<file path="src/rtl/program_loader_pkg.sv">
// rtl/program_loader_pkg.sv - shared opcode set and loader state encoding
package program_loader_pkg;

  // Opcodes the control decoder supports; the loader screens against the same set.
  localparam logic [6:0] OPC_R_TYPE        = 7'b0110011;
  localparam logic [6:0] OPC_I_TYPE_LOGIC  = 7'b0010011;
  localparam logic [6:0] OPC_I_TYPE_MEMORY = 7'b0000011;
  localparam logic [6:0] OPC_U_TYPE        = 7'b0110111;

  typedef enum logic [2:0] {
    ST_IDLE,
    ST_HDR_LO,
    ST_HDR_HI,
    ST_DATA,
    ST_WRITE,
    ST_DONE,
    ST_ERR
  } loader_state_e;

endpackage

</file>
<file path="src/rtl/program_loader_opcode_check.sv">
// rtl/program_loader_opcode_check.sv - flags whether a 7-bit opcode is in the supported set
module opcode_check
  import program_loader_pkg::*;
(
  input  logic [6:0] opcode_i,
  output logic       supported_o
);

  assign supported_o = (opcode_i == OPC_R_TYPE)        ||
                       (opcode_i == OPC_I_TYPE_LOGIC)  ||
                       (opcode_i == OPC_I_TYPE_MEMORY) ||
                       (opcode_i == OPC_U_TYPE);

endmodule

</file>
<file path="src/rtl/program_loader.sv">
// rtl/program_loader.sv - byte stream to instruction memory loader with opcode screen
module program_loader
  import program_loader_pkg::*;
#(
  parameter int ADDR_WIDTH = 8,
  parameter int CNT_WIDTH  = 16
) (
  input  logic                  clk,
  input  logic                  reset,
  input  logic                  Start_i,
  input  logic [7:0]            Byte_i,
  input  logic                  Byte_Valid_i,
  output logic                  Byte_Ready_o,
  output logic                  Mem_Write_o,
  output logic [ADDR_WIDTH-1:0] Mem_Addr_o,
  output logic [31:0]           Mem_Data_o,
  output logic                  Core_Reset_n_o,
  output logic                  Busy_o,
  output logic                  Done_o,
  output logic                  Error_o,
  output logic                  Illegal_Op_o
);

  localparam int unsigned DEPTH = 1 << ADDR_WIDTH;

  loader_state_e         state_q, state_d;
  logic [CNT_WIDTH-1:0]  count_q, count_d;
  logic [ADDR_WIDTH:0]   idx_q, idx_d;
  logic [1:0]            byte_idx_q, byte_idx_d;
  logic [23:0]           shift_q, shift_d;
  logic [ADDR_WIDTH-1:0] addr_q, addr_d;
  logic [31:0]           data_q, data_d;
  logic                  illegal_q, illegal_d;
  logic                  op_ok;
  logic                  xfer;

  opcode_check u_opcode_check (
    .opcode_i    (data_q[6:0]),
    .supported_o (op_ok)
  );

  assign Byte_Ready_o   = (state_q == ST_HDR_LO) || (state_q == ST_HDR_HI) || (state_q == ST_DATA);
  assign Mem_Write_o    = (state_q == ST_WRITE);
  assign Busy_o         = Byte_Ready_o || Mem_Write_o;
  assign Done_o         = (state_q == ST_DONE);
  assign Core_Reset_n_o = (state_q == ST_DONE);
  assign Error_o        = (state_q == ST_ERR);
  assign Illegal_Op_o   = illegal_q;
  assign Mem_Addr_o     = addr_q;
  assign Mem_Data_o     = data_q;
  assign xfer           = Byte_Valid_i && Byte_Ready_o;

  always_comb begin
    state_d    = state_q;
    count_d    = count_q;
    idx_d      = idx_q;
    byte_idx_d = byte_idx_q;
    shift_d    = shift_q;
    addr_d     = addr_q;
    data_d     = data_q;
    illegal_d  = illegal_q;
    case (state_q)
      ST_IDLE, ST_DONE, ST_ERR: begin
        if (Start_i) begin
          state_d    = ST_HDR_LO;
          count_d    = '0;
          idx_d      = '0;
          byte_idx_d = '0;
          shift_d    = '0;
          illegal_d  = 1'b0;
        end
      end
      ST_HDR_LO: begin
        if (xfer) begin
          count_d[7:0] = Byte_i;
          state_d      = ST_HDR_HI;
        end
      end
      ST_HDR_HI: begin
        if (xfer) begin
          count_d[15:8] = Byte_i;
          if (count_d == '0)               state_d = ST_DONE;
          else if (32'(count_d) > DEPTH)   state_d = ST_ERR;
          else                             state_d = ST_DATA;
        end
      end
      ST_DATA: begin
        if (xfer) begin
          byte_idx_d = byte_idx_q + 2'd1;
          case (byte_idx_q)
            2'd0: shift_d[7:0]   = Byte_i;
            2'd1: shift_d[15:8]  = Byte_i;
            2'd2: shift_d[23:16] = Byte_i;
            default: begin
              // The final byte goes straight into the output word so WRITE can present it.
              addr_d  = idx_q[ADDR_WIDTH-1:0];
              data_d  = {Byte_i, shift_q};
              state_d = ST_WRITE;
            end
          endcase
        end
      end
      ST_WRITE: begin
        idx_d = idx_q + 1'b1;
        if (!op_ok) illegal_d = 1'b1;
        if (CNT_WIDTH'(idx_d) == count_q) state_d = ST_DONE;
        else                              state_d = ST_DATA;
      end
      default: state_d = ST_IDLE;
    endcase
  end

  always_ff @(posedge clk) begin
    if (!reset) begin
      state_q    <= ST_IDLE;
      count_q    <= '0;
      idx_q      <= '0;
      byte_idx_q <= '0;
      shift_q    <= '0;
      addr_q     <= '0;
      data_q     <= '0;
      illegal_q  <= 1'b0;
    end else begin
      state_q    <= state_d;
      count_q    <= count_d;
      idx_q      <= idx_d;
      byte_idx_q <= byte_idx_d;
      shift_q    <= shift_d;
      addr_q     <= addr_d;
      data_q     <= data_d;
      illegal_q  <= illegal_d;
    end
  end

endmodule

</file>
<file path="config.mk">
export PLATFORM = sky130hd
export DESIGN_NAME = program_loader
export DESIGN_NICKNAME = d
export VERILOG_FILES = /design/src/rtl/program_loader_pkg.sv /design/src/rtl/program_loader_opcode_check.sv /design/src/rtl/program_loader.sv
export SDC_FILE = /design/constraint.sdc
export NUM_CORES = 1
export LEC_CHECK = 0
export ABC_AREA = 1
export CAP_MARGIN = 20
export CORE_ASPECT_RATIO = 0.9
export CORE_MARGIN = 10
export CORE_UTILIZATION = 50
export CTS_CLUSTER_DIAMETER = 30
export CTS_CLUSTER_SIZE = 8
export DETAILED_ROUTE_END_ITERATION = 8
export GPL_TIMING_DRIVEN = 1
export PLACE_DENSITY = 0.8
export SETUP_SLACK_MARGIN = 0.2
export SLEW_MARGIN = 5
export SYNTH_ARGS = -nofsm -noshare
export SYNTH_HDL_FRONTEND = slang
export SYNTH_SLANG_ARGS = --single-unit
export TNS_END_PERCENT = 50
</file>
<file path="constraint.sdc">
create_clock -name clk -period 1.8 [get_ports clk]
set_input_delay 0.54 -clock clk [delete_from_list [all_inputs] [get_ports clk]]
set_output_delay 0.54 -clock clk [all_outputs]
set_load 0.03 [all_outputs]
</file>
[Yosys cells after proc, flatten, opt, wreduce, memory -nomap -nowiden]
Cells that the tools add are included.
Storage, ports and cells
  bits in read-only memories: 0
  bits in writable memories: 0
  output and inout port bits: 47
  memories kept: 0
  logic and storage cells: 90
  bits in registers: 95
  bits in latches: 0
Operators by class
  shifts and indexed selects: 0
  bitwise gates (word level): 1
  reduce and logical (&&, ||, !) cells: 26
  $mul: 0
  divide/modulo/power cells: 0
  muxes and demuxes: 27
  order comparisons: 1
  eq/ne operators: 22
  add/subtract/negate cells: 2
Operator list (count)
  24-bit 2-to-1 mux: 2
  24-bit case mux with 2 select lines: 1
  8-bit 2-to-1 mux: 4
  8-bit case mux with 2 select lines: 2
  3-bit 2-to-1 mux: 8
  9-bit case mux with 2 select lines: 1
  9-bit by 16-bit equality test with 1-bit output: 1
  16-bit by 9-bit > comparator with 1-bit output (second input constant): 1
  16-bit logical NOT: 1
  16-bit 2-to-1 mux: 1
  3-bit case mux with 5 select lines: 1
  3-bit AND reduction: 5
  7-bit by 6-bit equality test with 1-bit output (second input constant): 2
  2-bit inequality test (second input constant): 6
  4-bit AND reduction: 3
  9-bit by 1-bit adder with 9-bit output (second input constant): 1
  3-bit equality test (second input constant): 3
  9-bit 2-to-1 mux: 1
  2-bit nonzero test: 4
  7-bit by 2-bit equality test with 1-bit output (second input constant): 1
  7-bit by 5-bit equality test with 1-bit output (second input constant): 1
  3-bit by 2-bit equality test with 1-bit output (second input constant): 2
  1-bit logical OR: 6
  2-bit by 1-bit inequality test with 1-bit output (second input constant): 3
  15 further kinds: 18

[Depth between registers and ports, before layout]
  word-level depth: 6
  gate-level depth with buffers: 14
  gate-level depth less buffers: 14

[Hierarchy]
A second synthesis with hierarchy kept.
Unflattened totals
  cells, all modules: 572
  area, all modules: 4151.5 µm²
Modules (own cells, without submodules)
  program_loader: instances 1, cells each 562, sequential area each 1901.8 µm², area each 4113.9 µm²
  opcode_check: instances 1, cells each 10, sequential area each 0.0 µm², area each 37.5 µm²

[Worst setup path before layout]
OpenSTA, ideal clock, no wires.
  path kind: register to output
  start point: reg state_q[0]
  end point: out Done_o
  cell stages (with the launch flop): 6
  required time: 1260 ps
  arrival time: 1343 ps
  setup slack: -83 ps
  cells stage by stage: dfxtp_1 -> inv_2 -> nor2_4 -> inv_2 -> nor2_1 -> buf_4
On the way
  word-level cells in the longest chain between the ends: 1
RTL lines
  start, declared: RTL line program_loader.sv:26  | loader_state_e state_q, state_d;
  start signal, assigned: RTL line program_loader.sv:124  | state_q <= state_d;
  3-bit equality test
  end, declared: RTL line program_loader.sv:19  | output logic Done_o,
No other way between the ends.

[Final worst setup path]
  start point: reg state_q[1]
  end point: out Busy_o
On the way
  word-level cells in the longest chain between the ends: 4
  elaborated cells between the ends (all ways): 7
RTL lines
  3-bit by 1-bit equality test with 1-bit output / 3-bit by 2-bit equality test with 1-bit output (equally long branches): RTL line program_loader.sv:42  | assign Byte_Ready_o = (state_q == ST_HDR_LO) || (state_q == ST_HDR_HI) || (state_q == ST_DATA);
  1-bit logical OR (2 in a row): RTL line program_loader.sv:42
  1-bit logical OR (*): RTL line program_loader.sv:44  | assign Busy_o = Byte_Ready_o || Mem_Write_o;
  end, declared: RTL line program_loader.sv:18  | output logic Busy_o,
Every way passes the cells marked *; elsewhere a longest branch is shown, timed or not.

==> results.sh <==
export IMPL_finalPower_mw=8.48
export IMPL_reg2reg_setup_slack_ns=0.01
export IMPL_multi_input_area_mm2=0.00217
export IMPL_layout_commonest_cell="dfxtp_1"
export IMPL_die_area_mm2=0.0124
export IMPL_num_antenna_cells=0
export IMPL_vias=4408
export IMPL_finalHoldViolCount=0
export IMPL_finalCriticalPeriod_ns=1.81
export IMPL_num_rows=31
export IMPL_maxSlewHeadroom_pct=41.5
export IMPL_critPathRequiredTime_ns=1.26
export IMPL_clockBufferDepth=2
export IMPL_synthCells=556
export IMPL_avgSynthCellArea_um2=7.47
export IMPL_worst_pin_slew_ns=0.867
export IMPL_drive_above_1_share_pct=34.6
export IMPL_placed_area_mm2=0.00518
export IMPL_synth_cell_types=32
export IMPL_period_share_pct=101
export IMPL_p_leak_nw=2.42
export IMPL_holdCritPathClass="reg -> reg"
export IMPL_critPathKind="reg -> out"
export IMPL_seq_area_mm2=0.00192
export IMPL_dp_hpwl_um=8430
export IMPL_powerDensity_mw_per_mm2=1440
export IMPL_synth_top_family_by_area="compound AO/OA/AOI/OAI gates"
export IMPL_core_area_mm2=0.00807
export IMPL_start_kind="flip-flop"
export IMPL_nFillCells=562
export IMPL_grt_overflow=0
export IMPL_synth_compound_area_share_pct=22.9
export IMPL_end_kind="output pin"
export IMPL_clk_latency_ns=0.37
export IMPL_cts_max_level=3
export IMPL_netlist_area_mm2=0.00415
export IMPL_drc=0
export IMPL_fmax_mhz=552
export IMPL_die_w_um=116
export IMPL_drt_wl_total_um=13400
export IMPL_grt_max_degree=60
export IMPL_cts_buffers=9
export IMPL_ys_seq_area_share_pct=45.8
export IMPL_syn_to_final_growth_pct=42.3
export IMPL_cts_root_buf="clkbuf_8"
export IMPL_routedWlPerCell_um=17.2
export IMPL_clock_sinks=95
export IMPL_tns_ns=-0.0145
export IMPL_drtIter0Drc=496
export IMPL_layout_common_cells="88 x dfxtp_1, 65 x nor2_1, 64 x nand2_1"
export IMPL_violations="setup timing"
export IMPL_synthAdderAreaFrac_pct=1.51
export IMPL_setup_violations=3
export IMPL_gp_congestion=0.926
export IMPL_io_buffer_count=58
export IMPL_fin_nets=692
export IMPL_ir_worst_vdd_uv=1320
export IMPL_setup_ws_ns=-0.0122
export IMPL_finClkSkew_ns=0.0154
export IMPL_dp_cells=738
export IMPL_tritoncts="yes"
export IMPL_antenna_found_initial=0
export IMPL_antenna_left=0
export IMPL_grt_pass1_vias=4084
export IMPL_io_pins=59
export IMPL_crit_fanout=5
export IMPL_max_cap_violations=0
export IMPL_die_h_um=106
export IMPL_synth_simple_area_share_pct=20.7
export IMPL_synthXorXnorAreaFrac_pct=0
export IMPL_grt_pass1_wl_um=19400
export IMPL_clkTransAtPathRegs_ns=0.09
export IMPL_maxSlewViolCount=0
export IMPL_vias_per_cell=5.66
export IMPL_status="finished with violations"
export IMPL_initial_utilization_pct=51.5
export IMPL_instances_no_fill=779
export IMPL_gr_usage_all_layers_pct=19.1
export IMPL_synth_nets=573
export IMPL_synthMuxAreaShare_pct=0.241
export IMPL_ys_seq_elements=95
export IMPL_drt_pass1_iter_count=6
export IMPL_rsz0062_at_grt="yes"
export IMPL_crit_arrival_ns=1.27
export IMPL_ys_warn_count=0
export IMPL_final_cell_area_mm2=0.00591
==> cell families after synthesis <==
family,count (synthesis)
AO/OA/AOI/OAI,168
AND/OR/NAND/NOR,197
adder cells (fa/ha/maj),5
buffers and inverters,90
multiplexers,1
flip-flops,95
==> flip-flops by register name, indices dropped and copies added (netlist names) <==
register	flops
Mem_Data_o	32
shift_q	24
count_q	16
idx_q	9
Mem_Addr_o	8
state_q	3
byte_idx_q	2
Illegal_Op_o	1
==> power by group <==
group / switching, mW / total, mW / internal, mW
sequential: 0.243 / 2.75 / 2.50
combinational: 2.49 / 4.23 / 1.74
clock: 0.806 / 1.50 / 0.698
==> cell usage after synthesis (all sizes together) <==
master  number  area (um^2)
a21oi       77          389
o41ai        1         8.76
nand3b       1         7.51
buf         11         73.8
inv         64          240
ha           5         62.6
a31oi        1         6.26
o21a         1         7.51
nor2        88          385
mux2i        1         10.0
o211ai       2         33.8
o21ai       72          364
clkinv       1         3.75
dfxtp       95         1900
clkbuf      14         52.6
nand4        4         25.0
nand2       77          302
nand3       27          140
a211oi      14          140
==> final cells by class <==
cell class,count,area share (%)
clock inverter,6,1.23
timing repair buffer,131,20.5
sequential,95,32.5
clock buffer,10,2.33
inverter,65,4.64
tap,99,2.10
multi-input combinational,373,36.7
==> per-stage QoR <==
step | setup slack (ns) | hold slack, ns | util, %
finish | -0.0122 | 0.461 | 73.3
global route | -0.0517 | 0.477 | 73.3
CTS | 0.0115 | 0.454 | 69.7
detailed placement | -0.233 | 0.440 | 64.3
global placement | -0.192 | 0.432 | 64.3
floorplan | 0.165 | 0.420 | -
==> per-layer routing <==
metal | part of all wire, % | vias to the layer above | track usage, % | wire length (um)
li1 | - | 2080 | - | -
met1 | 39 | 2022 | 23.3 | 5250
met2 | 48 | 254 | 30.9 | 6470
met3 | 9.5 | 52 | 5.00 | 1270
met4 | 3.1 | 0 | 8.84 | 416
met5 | 0 | - | 0 | 0
==> what timing repair did <==
item	4_1_cts	5_1_grt
setup buffers	7	13
gates cloned	1	4
pin swaps	16	42
gates resized for setup	171	111
hold buffers	0	0
endpoints found under the hold margin	0	0
endpoints found under the setup margin	112	116
==> final timing paths <==
path,startpoint,end,cells past startpoint
max,state_q[1],Busy_o,5
max reg2reg,idx_q[0],state_q[2],13
min reg2reg,shift_q[2],shift_q[2],2
min,shift_q[2],shift_q[2],2
==> critical path, cell delays in order (launching register included) <==
cell and delay [ns]:
dfxtp_4 0.39, nor2_4 0.17, nor2_4 0.06, inv_2 0.08, nand2_2 0.07, buf_12 0.13
No activity file was read; power rests on OpenSTA's default activity.
